**src/rtl/pic_bus_control_seq.sv**
```systemverilog
// 8259-style data-bus control: strobe sampling, write-data latch, ICW/OCW decode and init sequencing.
// Optional build macro PIC_STROBE_SYNC_EN adds two-flop synchronizers on CS#/RD#/WR#/A0.
module pic_bus_control_seq #(
  parameter int DATA_WIDTH = 8
) (
  input  logic                  clock,
  input  logic                  reset,
  input  logic                  chip_select_n,
  input  logic                  read_enable_n,
  input  logic                  write_enable_n,
  input  logic                  address,
  input  logic [DATA_WIDTH-1:0] data_bus_in,
  output logic [DATA_WIDTH-1:0] internal_data_bus,
  output logic                  write_icw1,
  output logic                  write_icw2,
  output logic                  write_icw3,
  output logic                  write_icw4,
  output logic                  write_ocw1,
  output logic                  write_ocw2,
  output logic                  write_ocw3,
  output logic                  read,
  output logic                  read_select_isr,
  output logic                  init_done,
  output logic                  seq_error
);

  typedef enum logic [1:0] {IDLE, WAIT_ICW2, WAIT_ICW3, WAIT_ICW4} state_t;

  state_t state, state_next;
  logic   single_mode, single_mode_next;
  logic   icw4_needed, icw4_needed_next;
  logic   init_done_next, seq_error_next, read_select_isr_next;
  logic   icw1_next, icw2_next, icw3_next, icw4_next;
  logic   ocw1_next, ocw2_next, ocw3_next;

  logic cs_n, rd_n, wr_n, a0;

`ifdef PIC_STROBE_SYNC_EN
  logic [1:0] cs_sync, rd_sync, wr_sync, a_sync;

  always_ff @(posedge clock) begin
    if (reset) begin
      cs_sync <= 2'b11;
      rd_sync <= 2'b11;
      wr_sync <= 2'b11;
      a_sync  <= 2'b00;
    end else begin
      cs_sync <= {cs_sync[0], chip_select_n};
      rd_sync <= {rd_sync[0], read_enable_n};
      wr_sync <= {wr_sync[0], write_enable_n};
      a_sync  <= {a_sync[0], address};
    end
  end

  assign cs_n = cs_sync[1];
  assign rd_n = rd_sync[1];
  assign wr_n = wr_sync[1];
  assign a0   = a_sync[1];
`else
  assign cs_n = chip_select_n;
  assign rd_n = read_enable_n;
  assign wr_n = write_enable_n;
  assign a0   = address;
`endif

  logic wr_act, wr_prev, addr_latched, commit;

  assign wr_act = !cs_n && !wr_n;
  // Either CS# or WR# going high ends the write window.
  assign commit = wr_prev && !wr_act;

  always_ff @(posedge clock) begin
    if (reset) begin
      wr_prev           <= 1'b0;
      addr_latched      <= 1'b0;
      internal_data_bus <= '0;
      read              <= 1'b0;
    end else begin
      wr_prev <= wr_act;
      read    <= !cs_n && !rd_n && !wr_act;
      if (wr_act) begin
        internal_data_bus <= data_bus_in;
        addr_latched      <= a0;
      end
    end
  end

  always_ff @(posedge clock) begin
    if (reset) begin
      state           <= IDLE;
      single_mode     <= 1'b0;
      icw4_needed     <= 1'b0;
      init_done       <= 1'b0;
      seq_error       <= 1'b0;
      read_select_isr <= 1'b0;
      write_icw1      <= 1'b0;
      write_icw2      <= 1'b0;
      write_icw3      <= 1'b0;
      write_icw4      <= 1'b0;
      write_ocw1      <= 1'b0;
      write_ocw2      <= 1'b0;
      write_ocw3      <= 1'b0;
    end else begin
      state           <= state_next;
      single_mode     <= single_mode_next;
      icw4_needed     <= icw4_needed_next;
      init_done       <= init_done_next;
      seq_error       <= seq_error_next;
      read_select_isr <= read_select_isr_next;
      write_icw1      <= icw1_next;
      write_icw2      <= icw2_next;
      write_icw3      <= icw3_next;
      write_icw4      <= icw4_next;
      write_ocw1      <= ocw1_next;
      write_ocw2      <= ocw2_next;
      write_ocw3      <= ocw3_next;
    end
  end

  always_comb begin
    state_next           = state;
    single_mode_next     = single_mode;
    icw4_needed_next     = icw4_needed;
    init_done_next       = init_done;
    seq_error_next       = seq_error;
    read_select_isr_next = read_select_isr;
    icw1_next            = 1'b0;
    icw2_next            = 1'b0;
    icw3_next            = 1'b0;
    icw4_next            = 1'b0;
    ocw1_next            = 1'b0;
    ocw2_next            = 1'b0;
    ocw3_next            = 1'b0;

    if (commit) begin
      if (!addr_latched) begin
        if (internal_data_bus[4]) begin
          icw1_next        = 1'b1;
          single_mode_next = internal_data_bus[1];
          icw4_needed_next = internal_data_bus[0];
          init_done_next   = 1'b0;
          seq_error_next   = 1'b0;
          state_next       = WAIT_ICW2;
        end else if (state != IDLE) begin
          // Operation commands are refused mid-initialisation.
          seq_error_next = 1'b1;
        end else if (internal_data_bus[3]) begin
          ocw3_next = 1'b1;
          if (internal_data_bus[1]) read_select_isr_next = internal_data_bus[0];
        end else begin
          ocw2_next = 1'b1;
        end
      end else begin
        unique case (state)
          WAIT_ICW2: begin
            icw2_next = 1'b1;
            if (!single_mode) begin
              state_next = WAIT_ICW3;
            end else if (icw4_needed) begin
              state_next = WAIT_ICW4;
            end else begin
              state_next     = IDLE;
              init_done_next = 1'b1;
            end
          end
          WAIT_ICW3: begin
            icw3_next = 1'b1;
            if (icw4_needed) begin
              state_next = WAIT_ICW4;
            end else begin
              state_next     = IDLE;
              init_done_next = 1'b1;
            end
          end
          WAIT_ICW4: begin
            icw4_next      = 1'b1;
            state_next     = IDLE;
            init_done_next = 1'b1;
          end
          default: ocw1_next = 1'b1;
        endcase
      end
    end
  end

endmodule

```
**config.mk**
```make
export PLATFORM = sky130hd
export DESIGN_NAME = pic_bus_control_seq
export DESIGN_NICKNAME = d
export VERILOG_FILES = /design/src/rtl/pic_bus_control_seq.sv
export SDC_FILE = /design/constraint.sdc
export NUM_CORES = 1
export LEC_CHECK = 0
export CAP_MARGIN = 20
export CORE_MARGIN = 4
export CORE_UTILIZATION = 27
export DETAILED_ROUTE_END_ITERATION = 7
export GPL_ROUTABILITY_DRIVEN = 0
export SLEW_MARGIN = 10
export SYNTH_ARGS = -nofsm -noshare
export SYNTH_HDL_FRONTEND = slang
export SYNTH_SLANG_ARGS = --single-unit
```
**constraint.sdc**
```tcl
create_clock -name clock -period 1.9 [get_ports clock]
set_input_delay 0.475 -clock clock [delete_from_list [all_inputs] [get_ports clock]]
set_output_delay 0.475 -clock clock [all_outputs]
set_load 0.05 [all_outputs]
```
==> out/metrics.yaml <==
detailed_routing:
  drt_iter0_drc: 11
  drc: 0
  routed_via_density: 4.580
  dr_total_vias: 861
  ant_nets: 0
  routedWlPerCell_um: 11.77
  routed_wirelength_um: 2212
  drt-pass1-iter-count: 5
synth:
  synth_edf_count: 0
  yosysSeqAreaShare_pct: 51.28
  synth_cell_types: 31
  ys_async_sr_fraction_pct: 0
  synth-main-ff-cell: "dfxtp_1"
  synth_nets: 123
  syn_avg_cell_area_um2: 8.954
  synth_seq_cells: 25
  ys_warn_count: 0
  syn_area_um2: 975.9
  netlist_instances: 109
global_routing:
  grt_pass1_vias: 852
  gr-total-overflow: 0
  use_met2_pct: 16.61
  grt_start_max_net_pins: 19
  globalRoute.busiestLayer: "met2"
  grt_usage_pct: 10.43
  grt_use_met1_pct: 13.39
  antenna_found_initial: 0
  grt_pass1_wl_um: 3739
  use_met3_pct: 2.956
clock_tree:
  cts_buffer_depth: 2
  cts_max_level: 1
  cts_tree: "built"
  cts_resized: 0
  cts_buffers: 3
  ctsHoldBuffers: 0
  clk_pin_slew_ns: 0.13
  post-cts-setup-buffer-count: 0
  cts_root_buf: "clkbuf_4"
  clock_latency_ns: 0.31
  cts.sinks: 25
pwr:
  p_leak_nw: 0.5056
  max-vdd-ir-drop_mv: 0.2835
  power.density_nw_per_um2: 677.7
worst_hold_path:
  hp-class: "reg -> reg"
floorplan:
  io_pins: 33
  start_util_pct: 28.57
  die-height_um: 68.12
  rows: 21
  die_x_um: 68.12
  dieArea_um2: 4640
  core_um2: 3416
worst_setup_path:
  path_max_fanout: 10
  crit_arrival_ns: 1.79
  start_kind: "primary input"
  crit_type: "in -> reg"
  reg2reg_slack_ns: 0.51
  endpoint_kind: "register"
  required_ns: 2.12
finish:
  syn2layout_area_growth_pct: 36.03
  fin_cells: 188
  final.fill_count: 378
  antennaDiodeCount: 0
  final_cell_area_um2: 1328
  layout-drive-gt1-share_pct: 22.54
  nNetsFinal: 157
outcome:
  outcome: "finished clean"
place:
  io_buffers: 32
  dp_slack_ns: -0.01736
  dp_hpwl_um: 1696
  dp_cells: 184
  placed_area_um2: 1300
job:
  drv_cap: 0
sta:
  setup_violations: 0
  fin_crit_ns: 1.570
  skew_ns: 0.006742
  rsz0062_at_grt: "false"
  fmax_mhz: 636.9
  setup_ws_ns: 0.3298
  period_share_pct: 82.64
  worstMarginPinSlew_ns: 0.5260
  finalHoldViolCount: 0
  maxSlewHeadroom_pct: 64.80
  hold_slack_ns: 0.4668
  slew_violations: 0
## power breakdown
group          leakage [nW]  internal [mW]  switching (mW)
Combinational         0.285         0.0509          0.0706
Clock                0.0177         0.0786           0.152
Sequential            0.203          0.536          0.0124
## per-layer routing
metal | share of wire (%) | vias to the layer above | routed length [µm]
li1 | - | 448 | -
met1 | 46 | 374 | 1012
met2 | 45 | 37 | 998
met3 | 8.5 | 2 | 189
met4 | 0.50 | 0 | 11
met5 | 0 | - | 0
## cells in the mapped netlist (all sizes together), types with 2 or more instances
library cell   n  area, µm²
and3           2      13.77
clkbuf         3      11.26
nor4           4      40.04
inv            5      18.77
o21a           3      22.52
nor2           4      15.01
a21oi         12      60.06
nor3           3      15.01
o31ai          3      22.52
dfxtp         25      500.5
o21ai          5      28.78
a221oi         2      17.52
buf            2      10.01
nand2         22      82.58
## through the flow
stage	setup TNS (ns)	utilization (%)	power, mW
final	0	38.86	0.8997
after floorplan	0	-	0.6253
after global placement	0	38.06	0.6794
after global routing	0	38.86	0.9391
after CTS	0	38.86	0.9144
after detailed placement	-0.01736	38.06	0.6813
## final timing paths
kind	startpoint	end	cells after the start
worst max-delay path	chip_select_n	init_done	4
worst min-delay path	internal_data_bus[7]	internal_data_bus[7]	2
worst max register to register	state[0]	read_select_isr	3
worst min register to register	internal_data_bus[7]	internal_data_bus[7]	2
## final cells by class
class                   count  area (µm²)  area share [%]
repair buffers             34       287.8           21.68
clock inverters             1       5.005          0.3770
multi-input cells          74       435.4           32.80
flip-flops and latches     25       500.5           37.70
well taps                  46       57.56           4.336
inverters                   5       18.77           1.414
clock buffers               3       22.52           1.697
## sequential cells by signal, summed over array words and instances, names as in the netlist
name,cells
single_mode,1
write_icw1,1
write_ocw3,1
icw4_needed,1
internal_data_bus,8
write_icw4,1
write_ocw1,1
state,2
addr_latched,1
write_ocw2,1
seq_error,1
wr_prev,1
read_select_isr,1
read,1
write_icw3,1
write_icw2,1
init_done,1
## kinds of logic (layout without fill, tap and decap cells)
logic type	Yosys count	count (layout)	synth area share (%)
flip-flops	25	25	51.28
AO/OA/AOI/OAI	27	27	17.44
multiplexers	1	1	1.026
AND/OR/NAND/NOR	46	46	26.16
buffers and inverters	10	43	4.103
## worst max-delay path, cell delays in order
cell and delay, ns:
clkdlybuf4s50_1 0.49, o21ai_2 0.43, o21ai_0 0.13, a221oi_1 0.26
## cells in the final DEF, fill, tap and decap left out, types with 2 or more instances in the layout
cell type        netlist  routed
o21ai_0                4       4
a221oi_1               2       2
nor4_1                 3       3
nor3_1                 3       3
dfxtp_1               25      25
o21a_1                 3       3
nor2_1                 4       4
nand2_1               22      22
clkbuf_4               0       3
inv_1                  5       5
clkdlybuf4s50_1        0      13
a21oi_1               12      12
buf_4                  0      21
o31ai_1                3       3
Note: power is estimated with default switching activity, not from simulation.
